<file path="config.mk">
export PLATFORM = sky130hd
export DESIGN_NAME = mem_bus_responder
export DESIGN_NICKNAME = d
export VERILOG_FILES = /design/src/rtl/mem_bus_responder_pkg.sv /design/src/rtl/mem_bus_responder_timer.sv /design/src/rtl/mem_bus_responder.sv
export SDC_FILE = /design/constraint.sdc
export NUM_CORES = 2
export LEC_CHECK = 0
export CAP_MARGIN = 30
export CORE_UTILIZATION = 57
export CTS_CLUSTER_DIAMETER = 30
export CTS_CLUSTER_SIZE = 12
export DETAILED_ROUTE_END_ITERATION = 7
export DONT_BUFFER_PORTS = 1
export GPL_TIMING_DRIVEN = 0
export PLACE_DENSITY = 0.74
export SLEW_MARGIN = 20
export SYNTH_ARGS = -nofsm -noshare
export SYNTH_HDL_FRONTEND = slang
export SYNTH_HIERARCHICAL = 1
export SYNTH_MEMORY_MAX_BITS = 65536
export SYNTH_SLANG_ARGS = --single-unit
</file>
<file path="constraint.sdc">
create_clock -name Clock -period 4.3 [get_ports Clock]
set_clock_uncertainty 0.05 [all_clocks]
set_input_delay 1.075 -clock Clock [delete_from_list [all_inputs] [get_ports Clock]]
set_output_delay 1.075 -clock Clock [all_outputs]
set_load 0.01 [all_outputs]
</file>
<file path="src/rtl/mem_bus_responder_pkg.sv">
// Shared bus constants: data width, region codes and timer register offsets.
package mem_bus_responder_pkg;

  localparam int unsigned DATA_W = 16;

  typedef enum logic [3:0] {
    RGN_RAM   = 4'h0,
    RGN_LED   = 4'h1,
    RGN_HEX   = 4'h2,
    RGN_SW    = 4'h3,
    RGN_TIMER = 4'h4,
    RGN_NONE  = 4'hF
  } region_t;

  localparam logic TMR_COUNT  = 1'b0;
  localparam logic TMR_STATUS = 1'b1;

  function automatic region_t decode_region(input logic [3:0] nib);
    case (nib)
      4'h0:    return RGN_RAM;
      4'h1:    return RGN_LED;
      4'h2:    return RGN_HEX;
      4'h3:    return RGN_SW;
      4'h4:    return RGN_TIMER;
      default: return RGN_NONE;
    endcase
  endfunction

endpackage

</file>
<file path="src/rtl/mem_bus_responder_timer.sv">
// Down-counting timer: load starts a countdown, done latches on expiry.
module bus_timer
  import mem_bus_responder_pkg::*;
(
  input  logic              Clock,
  input  logic              Reset,
  input  logic              load,
  input  logic              clear,
  input  logic [DATA_W-1:0] wdata,
  output logic [DATA_W-1:0] count,
  output logic              running,
  output logic              done
);

  logic expire;

  // Expiry is the running 1->0 step; a load in the same cycle aborts it.
  always_comb begin
    expire = running && (count == DATA_W'(1)) && !load;
  end

  // Count/flag register; expiry set has priority over a STATUS clear.
  always_ff @(posedge Clock) begin
    if (Reset) begin
      count   <= '0;
      running <= 1'b0;
      done    <= 1'b0;
    end else if (load) begin
      count   <= wdata;
      running <= (wdata != '0);
      done    <= 1'b0;
    end else begin
      if (running) count <= count - DATA_W'(1);
      if (expire) begin
        running <= 1'b0;
        done    <= 1'b1;
      end else if (clear) begin
        done <= 1'b0;
      end
    end
  end

endmodule

</file>
<file path="src/rtl/mem_bus_responder.sv">
// Memory-mapped responder: RAM, LED, HEX, switch and timer regions, 1-cycle reads.
module mem_bus_responder
  import mem_bus_responder_pkg::*;
#(
  parameter int unsigned RAM_WORDS = 256,
  parameter int unsigned HEX_COUNT = 6
) (
  input  logic                   Clock,
  input  logic                   Reset,
  input  logic [15:0]            addr,
  input  logic [DATA_W-1:0]      dout,
  input  logic                   W,
  output logic [DATA_W-1:0]      DIN,
  input  logic [8:0]             SW,
  output logic [8:0]             LEDR,
  output logic [7*HEX_COUNT-1:0] HEX
);

  localparam int unsigned AW = $clog2(RAM_WORDS);

  region_t           region;
  region_t           region_q;
  logic              wr_en;
  logic [AW-1:0]     ram_idx;
  logic [2:0]        hex_idx;
  logic              hex_ok;
  logic [DATA_W-1:0] mem [RAM_WORDS];
  logic [DATA_W-1:0] ram_q;
  logic [DATA_W-1:0] periph_d;
  logic [DATA_W-1:0] periph_q;
  logic [6:0]        hex_reg [HEX_COUNT];
  logic [8:0]        sw_meta;
  logic [8:0]        sw_sync;
  logic [DATA_W-1:0] t_count;
  logic              t_running;
  logic              t_done;
  logic              unused_addr;

  assign region      = decode_region(addr[15:12]);
  assign wr_en       = W && !Reset;
  assign ram_idx     = addr[AW-1:0];
  assign hex_idx     = addr[2:0];
  assign hex_ok      = (32'(hex_idx) < HEX_COUNT);
  assign unused_addr = ^addr[11:0];

  bus_timer u_timer (
    .Clock   (Clock),
    .Reset   (Reset),
    .load    (wr_en && region == RGN_TIMER && addr[0] == TMR_COUNT),
    .clear   (wr_en && region == RGN_TIMER && addr[0] == TMR_STATUS),
    .wdata   (dout),
    .count   (t_count),
    .running (t_running),
    .done    (t_done)
  );

  // Synchronous single-port RAM, read-old-data on a same-address write.
  always_ff @(posedge Clock) begin
    if (wr_en && region == RGN_RAM) mem[ram_idx] <= dout;
    ram_q <= mem[ram_idx];
  end

  // Peripheral read value from pre-edge state, so reads during writes see old data.
  always_comb begin
    periph_d = '0;
    case (region)
      RGN_LED:   periph_d = {7'b0, LEDR};
      RGN_HEX:   if (hex_ok) periph_d = {9'b0, hex_reg[hex_idx]};
      RGN_SW:    periph_d = {7'b0, sw_sync};
      RGN_TIMER: periph_d = (addr[0] == TMR_STATUS) ? {14'b0, t_running, t_done} : t_count;
      default:   periph_d = '0;
    endcase
  end

  // Peripheral registers, switch synchronizer and the registered read path.
  always_ff @(posedge Clock) begin
    if (Reset) begin
      region_q <= RGN_NONE;
      periph_q <= '0;
      LEDR     <= '0;
      sw_meta  <= '0;
      sw_sync  <= '0;
      for (int unsigned i = 0; i < HEX_COUNT; i++) hex_reg[i] <= '0;
    end else begin
      region_q <= region;
      periph_q <= periph_d;
      sw_meta  <= SW;
      sw_sync  <= sw_meta;
      if (wr_en && region == RGN_LED) LEDR <= dout[8:0];
      if (wr_en && region == RGN_HEX && hex_ok) hex_reg[hex_idx] <= dout[6:0];
    end
  end

  // Read mux: RAM data comes from the array register, everything else from periph_q.
  always_comb begin
    DIN = (region_q == RGN_RAM) ? ram_q : periph_q;
  end

  for (genvar g = 0; g < HEX_COUNT; g++) begin : g_hex
    assign HEX[7*g +: 7] = hex_reg[g];
  end

endmodule

</file>
==> PnR_summary.wiki <==
{| class="wikitable"
! Metric !! Value
|-
| WL per Instance || 40.1 um
|-
| Total wire length || 494000 um
|-
| Area growth from synthesis to layout || 19.6%
|-
| Headroom to the max-slew limit || 3.76%
|-
| Largest area contributor in the netlist || sky130_fd_sc_hd__edfxtp_1
|-
| Asr flop ratio synth || 0%
|-
| Worst-path clk slew || 0.06 ns
|-
| Clock Tree Root || sky130_fd_sc_hd__clkbuf_16
|-
| Number of iterations in the first detailed-routing pass || 8
|-
| Minimum clock period after layout || 4.59 ns
|-
| Critical path launch point type || input pin
|-
| Row cnt || 194
|-
| Clock tree from TritonCTS || built
|-
| Register bit total from synthesis || 4219
|-
| Fraction of power consumed by combinational cells || 3.6%
|-
| Worst min-delay path category || in -> reg
|-
| Top cells by instance count after synthesis || sky130_fd_sc_hd__edfxtp_1 (4138), sky130_fd_sc_hd__mux4_2 (1031), sky130_fd_sc_hd__a22oi_1 (512)
|-
| Number of enable-type register cells in the synthesized netlist || 4138
|-
| Data arrival at the endpoint of the critical path || 5.16 ns
|-
| Slowest Stage Delay on Critical Path || 0.73 ns
|-
| Number of hold-repair buffers added at the cts stage || 0
|-
| Peak clock frequency supported by timing || 218 MHz
|-
| Remaining number of nets flagged by the antenna check after routing || 0
|-
| Detailed placer's ending HPWL || 281000 um
|-
| Critical-path cell list || buf_2, clkbuf_2, buf_12, clkbuf_1, mux4_2, a22oi_1, a21oi_1, o41ai_2, nand4_1
|-
| Ys Warns || 6
|-
| Worst endpoint required time || 4.87 ns
|-
| Setup CP Type || in -> reg
|-
| Cell with the most instances after synthesis || sky130_fd_sc_hd__edfxtp_1
|-
| Power density over the cells || 525 mW/mm2
|-
| Tightest Pin Transition || 1.44 ns
|-
| Floorplan core area || 0.279 mm2
|-
| Sinks on the clock net || 4219
|-
| Clock buffer count from CTS || 631
|-
| Total power || 0.100 W
|-
| Via-to-Cell Ratio || 7.14
|-
| Tcrit/Tclk final || 107%
|-
| Most frequently used flop master after synthesis || sky130_fd_sc_hd__edfxtp_1
|-
| Number of different library cells in the post-synthesis netlist || 53
|-
| Leakage component of the power || 60.4 nW
|-
| GRT Resource Usage Total || 34.7%
|-
| Setup repair after global routing missed its margin || true
|-
| Vias in the first global route || 87500
|-
| Buffers on Ports || 0
|-
| Vert. Die Dim || 532 um
|-
| Max capacitance violation total || 0
|-
| Setup violations, final || 563
|-
| Initial Util || 57.3%
|-
| Top Ports || 111
|-
| Filler instances || 15800
|-
| Clock insertion delay at the later pin of the skew report || 1.00 ns
|-
| Die Footprint || 0.283 mm2
|-
| Final count of hold timing violations || 0
|-
| Share of total power in the clock network || 51.3%
|-
| Critical Path Fanout Max || 10
|-
| Die width || 532 um
|-
| Number of max-slew violations in the final report || 0
|-
| Netlist area before placement || 0.160 mm2
|-
| Cells taking the most area after synthesis || sky130_fd_sc_hd__edfxtp_1 (78%), sky130_fd_sc_hd__mux4_2 (15%), sky130_fd_sc_hd__a22oi_1 (2.4%), sky130_fd_sc_hd__dfxtp_1 (1.0%), sky130_fd_sc_hd__a21oi_1 (0.86%)
|-
| First-pass GRT wire length || 678000 um
|-
| Final Instance Count excl. Fillers || 12300
|-
| Number of cells in the design after placement || 11100
|-
| Internal reg-to-reg setup slack || 0.82 ns
|-
| Drt first-iter violations || 15600
|-
| Switching power || 0.0218 W
|-
| Global placer's final weighted congestion || 1.00
|-
| Crit path setup slack, layout || -0.290 ns
|-
| Number of antenna violations at the first check in global routing || 32
|-
| Switching share of total power || 21.8%
|-
| Remaining DRCs || 71
|-
| Register area share after synthesis || 78.7%
|-
| Pint || 0.0785 W
|-
| Post-synth net total || 7195
|-
| Synth Instances || 7149
|-
| Routed vias || 88100
|-
| Cell with the biggest individual delay on the critical path || sky130_fd_sc_hd__o41ai_2
|-
| Pin count of the biggest net entering global routing || 264
|-
| Area share of the largest cell type after synthesis || 77.7%
|-
| Relative contribution of sequential cells to total power || 45.1%
|-
| Maximum clock path buffer count || 4
|-
| Result of the run || finished with violations
|-
| Avg Cell Area, Syn || 22.4 um2
|-
| Net count, final || 8113
|-
| Critical Path End Type || register
|-
| Worst VDD drop || 0.411 mV
|-
| Violations in the final reports || design-rule violations, negative setup slack
|-
| Max reg flops || 4096
|-
| Fraction of layout cells with a size suffix above 1 || 33.2%
|-
| Congestion Overflow GR || 0
|-
| Htree depth || 6
|}
==> timing repair <==
action | 4_1_cts | 5_1_grt
pin swaps | 3 | 7
resized for setup | 84 | 77
buffers inserted | 0 | 1
setup endpoints to repair | 2400 | 660
==> routing by layer <==
layer / vias to the layer above / track usage [%] / part of all wire, %
met5: - / 1.50 / 0.20
met4: 30 / 20.5 / 7.2
met3: 1653 / 12.6 / 15
met2: 8372 / 51.9 / 45
met1: 45400 / 43.8 / 32
li1: 32700 / - / -
==> worst max-delay path: cells and delay by family <==
family / cells / cell delay (ns)
mux: 1 / 0.43
compound gates: 3 / 1.34
simple gates: 1 / 0.64
buf+inv: 4 / 1.60
==> power groups by stage <==
stage                     registers, W  logic [W]  clock network, W
after CTS                       0.0453    0.00337            0.0514
after global placement          0.0461    0.00313                 0
after floorplan                 0.0461    0.00190                 0
final                           0.0453    0.00357            0.0515
after detailed placement        0.0461    0.00327                 0
after global routing            0.0453    0.00357            0.0531
==> final cells by class <==
class	instances	area, um2	area share (%)
flip-flops and latches	4219	126000	65.8
diodes	33	82.6	0.0432
repair buffers	286	3800	1.99
plain buffers	434	2090	1.09
clock buffers	714	16300	8.51
inverters	28	105	0.0549
multi-input cells	2467	33500	17.5
clock inverters	435	4900	2.56
well taps	3724	4660	2.44
==> cells by family after synthesis <==
kind of cell               synth area share [%]
xor gates and xnor gates                 0.0602
buffers and inverters                      1.25
AOI/OAI and AO/OA                          3.81
and+or+nand+nor                            1.45
adders and majority gates                0.0156
DFF                                        78.7
muxes                                      14.7
==> per-stage QoR <==
step | instance area (um2) | hold slack, ns | utilization [%] | setup WS [ns] | TNS, ns
detailed placement | 169000 | 0.382 | 60.6 | -1.90 | -4262.94
global placement | 165000 | 0.369 | 59.0 | -4.85 | -
global route | 191000 | 0.178 | 68.5 | -0.105 | -0.169
CTS | 191000 | 0.164 | 68.3 | -0.0777 | -2.39
floorplan | 160000 | 0.364 | - | 0.540 | 0
finish | 191000 | 0.189 | 68.5 | -0.290 | -41.01
==> layout by cell type, fill, tap and decap left out, types with 10 or more instances in the layout <==
cell	synthesis	final
sky130_fd_sc_hd__a21oi_1	276	274
sky130_fd_sc_hd__a22oi_1	512	512
sky130_fd_sc_hd__and2_1	25	25
sky130_fd_sc_hd__buf_1	34	24
sky130_fd_sc_hd__buf_2	99	94
sky130_fd_sc_hd__buf_4	17	47
sky130_fd_sc_hd__buf_6	10	117
sky130_fd_sc_hd__buf_8	0	130
sky130_fd_sc_hd__bufinv_16	0	74
sky130_fd_sc_hd__clkbuf_1	275	297
sky130_fd_sc_hd__clkbuf_16	0	638
sky130_fd_sc_hd__clkbuf_2	0	40
sky130_fd_sc_hd__clkbuf_4	0	16
sky130_fd_sc_hd__clkinv_1	0	70
sky130_fd_sc_hd__clkinv_2	0	99
sky130_fd_sc_hd__clkinv_4	0	42
sky130_fd_sc_hd__clkinv_8	0	12
sky130_fd_sc_hd__clkinvlp_4	0	55
sky130_fd_sc_hd__dfxtp_1	81	81
sky130_fd_sc_hd__diode_2	0	33
sky130_fd_sc_hd__edfxtp_1	4138	4138
sky130_fd_sc_hd__inv_1	28	28
sky130_fd_sc_hd__inv_6	0	60
sky130_fd_sc_hd__inv_8	0	14
sky130_fd_sc_hd__mux2_2	18	18
sky130_fd_sc_hd__mux2i_1	10	10
sky130_fd_sc_hd__mux4_2	1031	1031
sky130_fd_sc_hd__nand2_1	68	63
sky130_fd_sc_hd__nand3b_1	10	10
sky130_fd_sc_hd__nand4_1	22	22
sky130_fd_sc_hd__nor2_1	291	34
sky130_fd_sc_hd__nor2_2	0	211
sky130_fd_sc_hd__nor2_4	0	46
sky130_fd_sc_hd__nor2b_1	32	30
sky130_fd_sc_hd__o41ai_1	64	26
sky130_fd_sc_hd__o41ai_2	0	25
sky130_fd_sc_hd__o41ai_4	0	13
sky130_fd_sc_hd__xnor2_1	10	10
==> final timing paths <==
path                from           to  depth (start not counted)
max              addr[1]     ram_q[7]                          9
min             addr[14]  region_q[2]                          1
max reg2reg  mem[58][10]    ram_q[10]                          5
min reg2reg   sw_meta[1]   sw_sync[1]                          1
(Power assumes the default switching activity.)
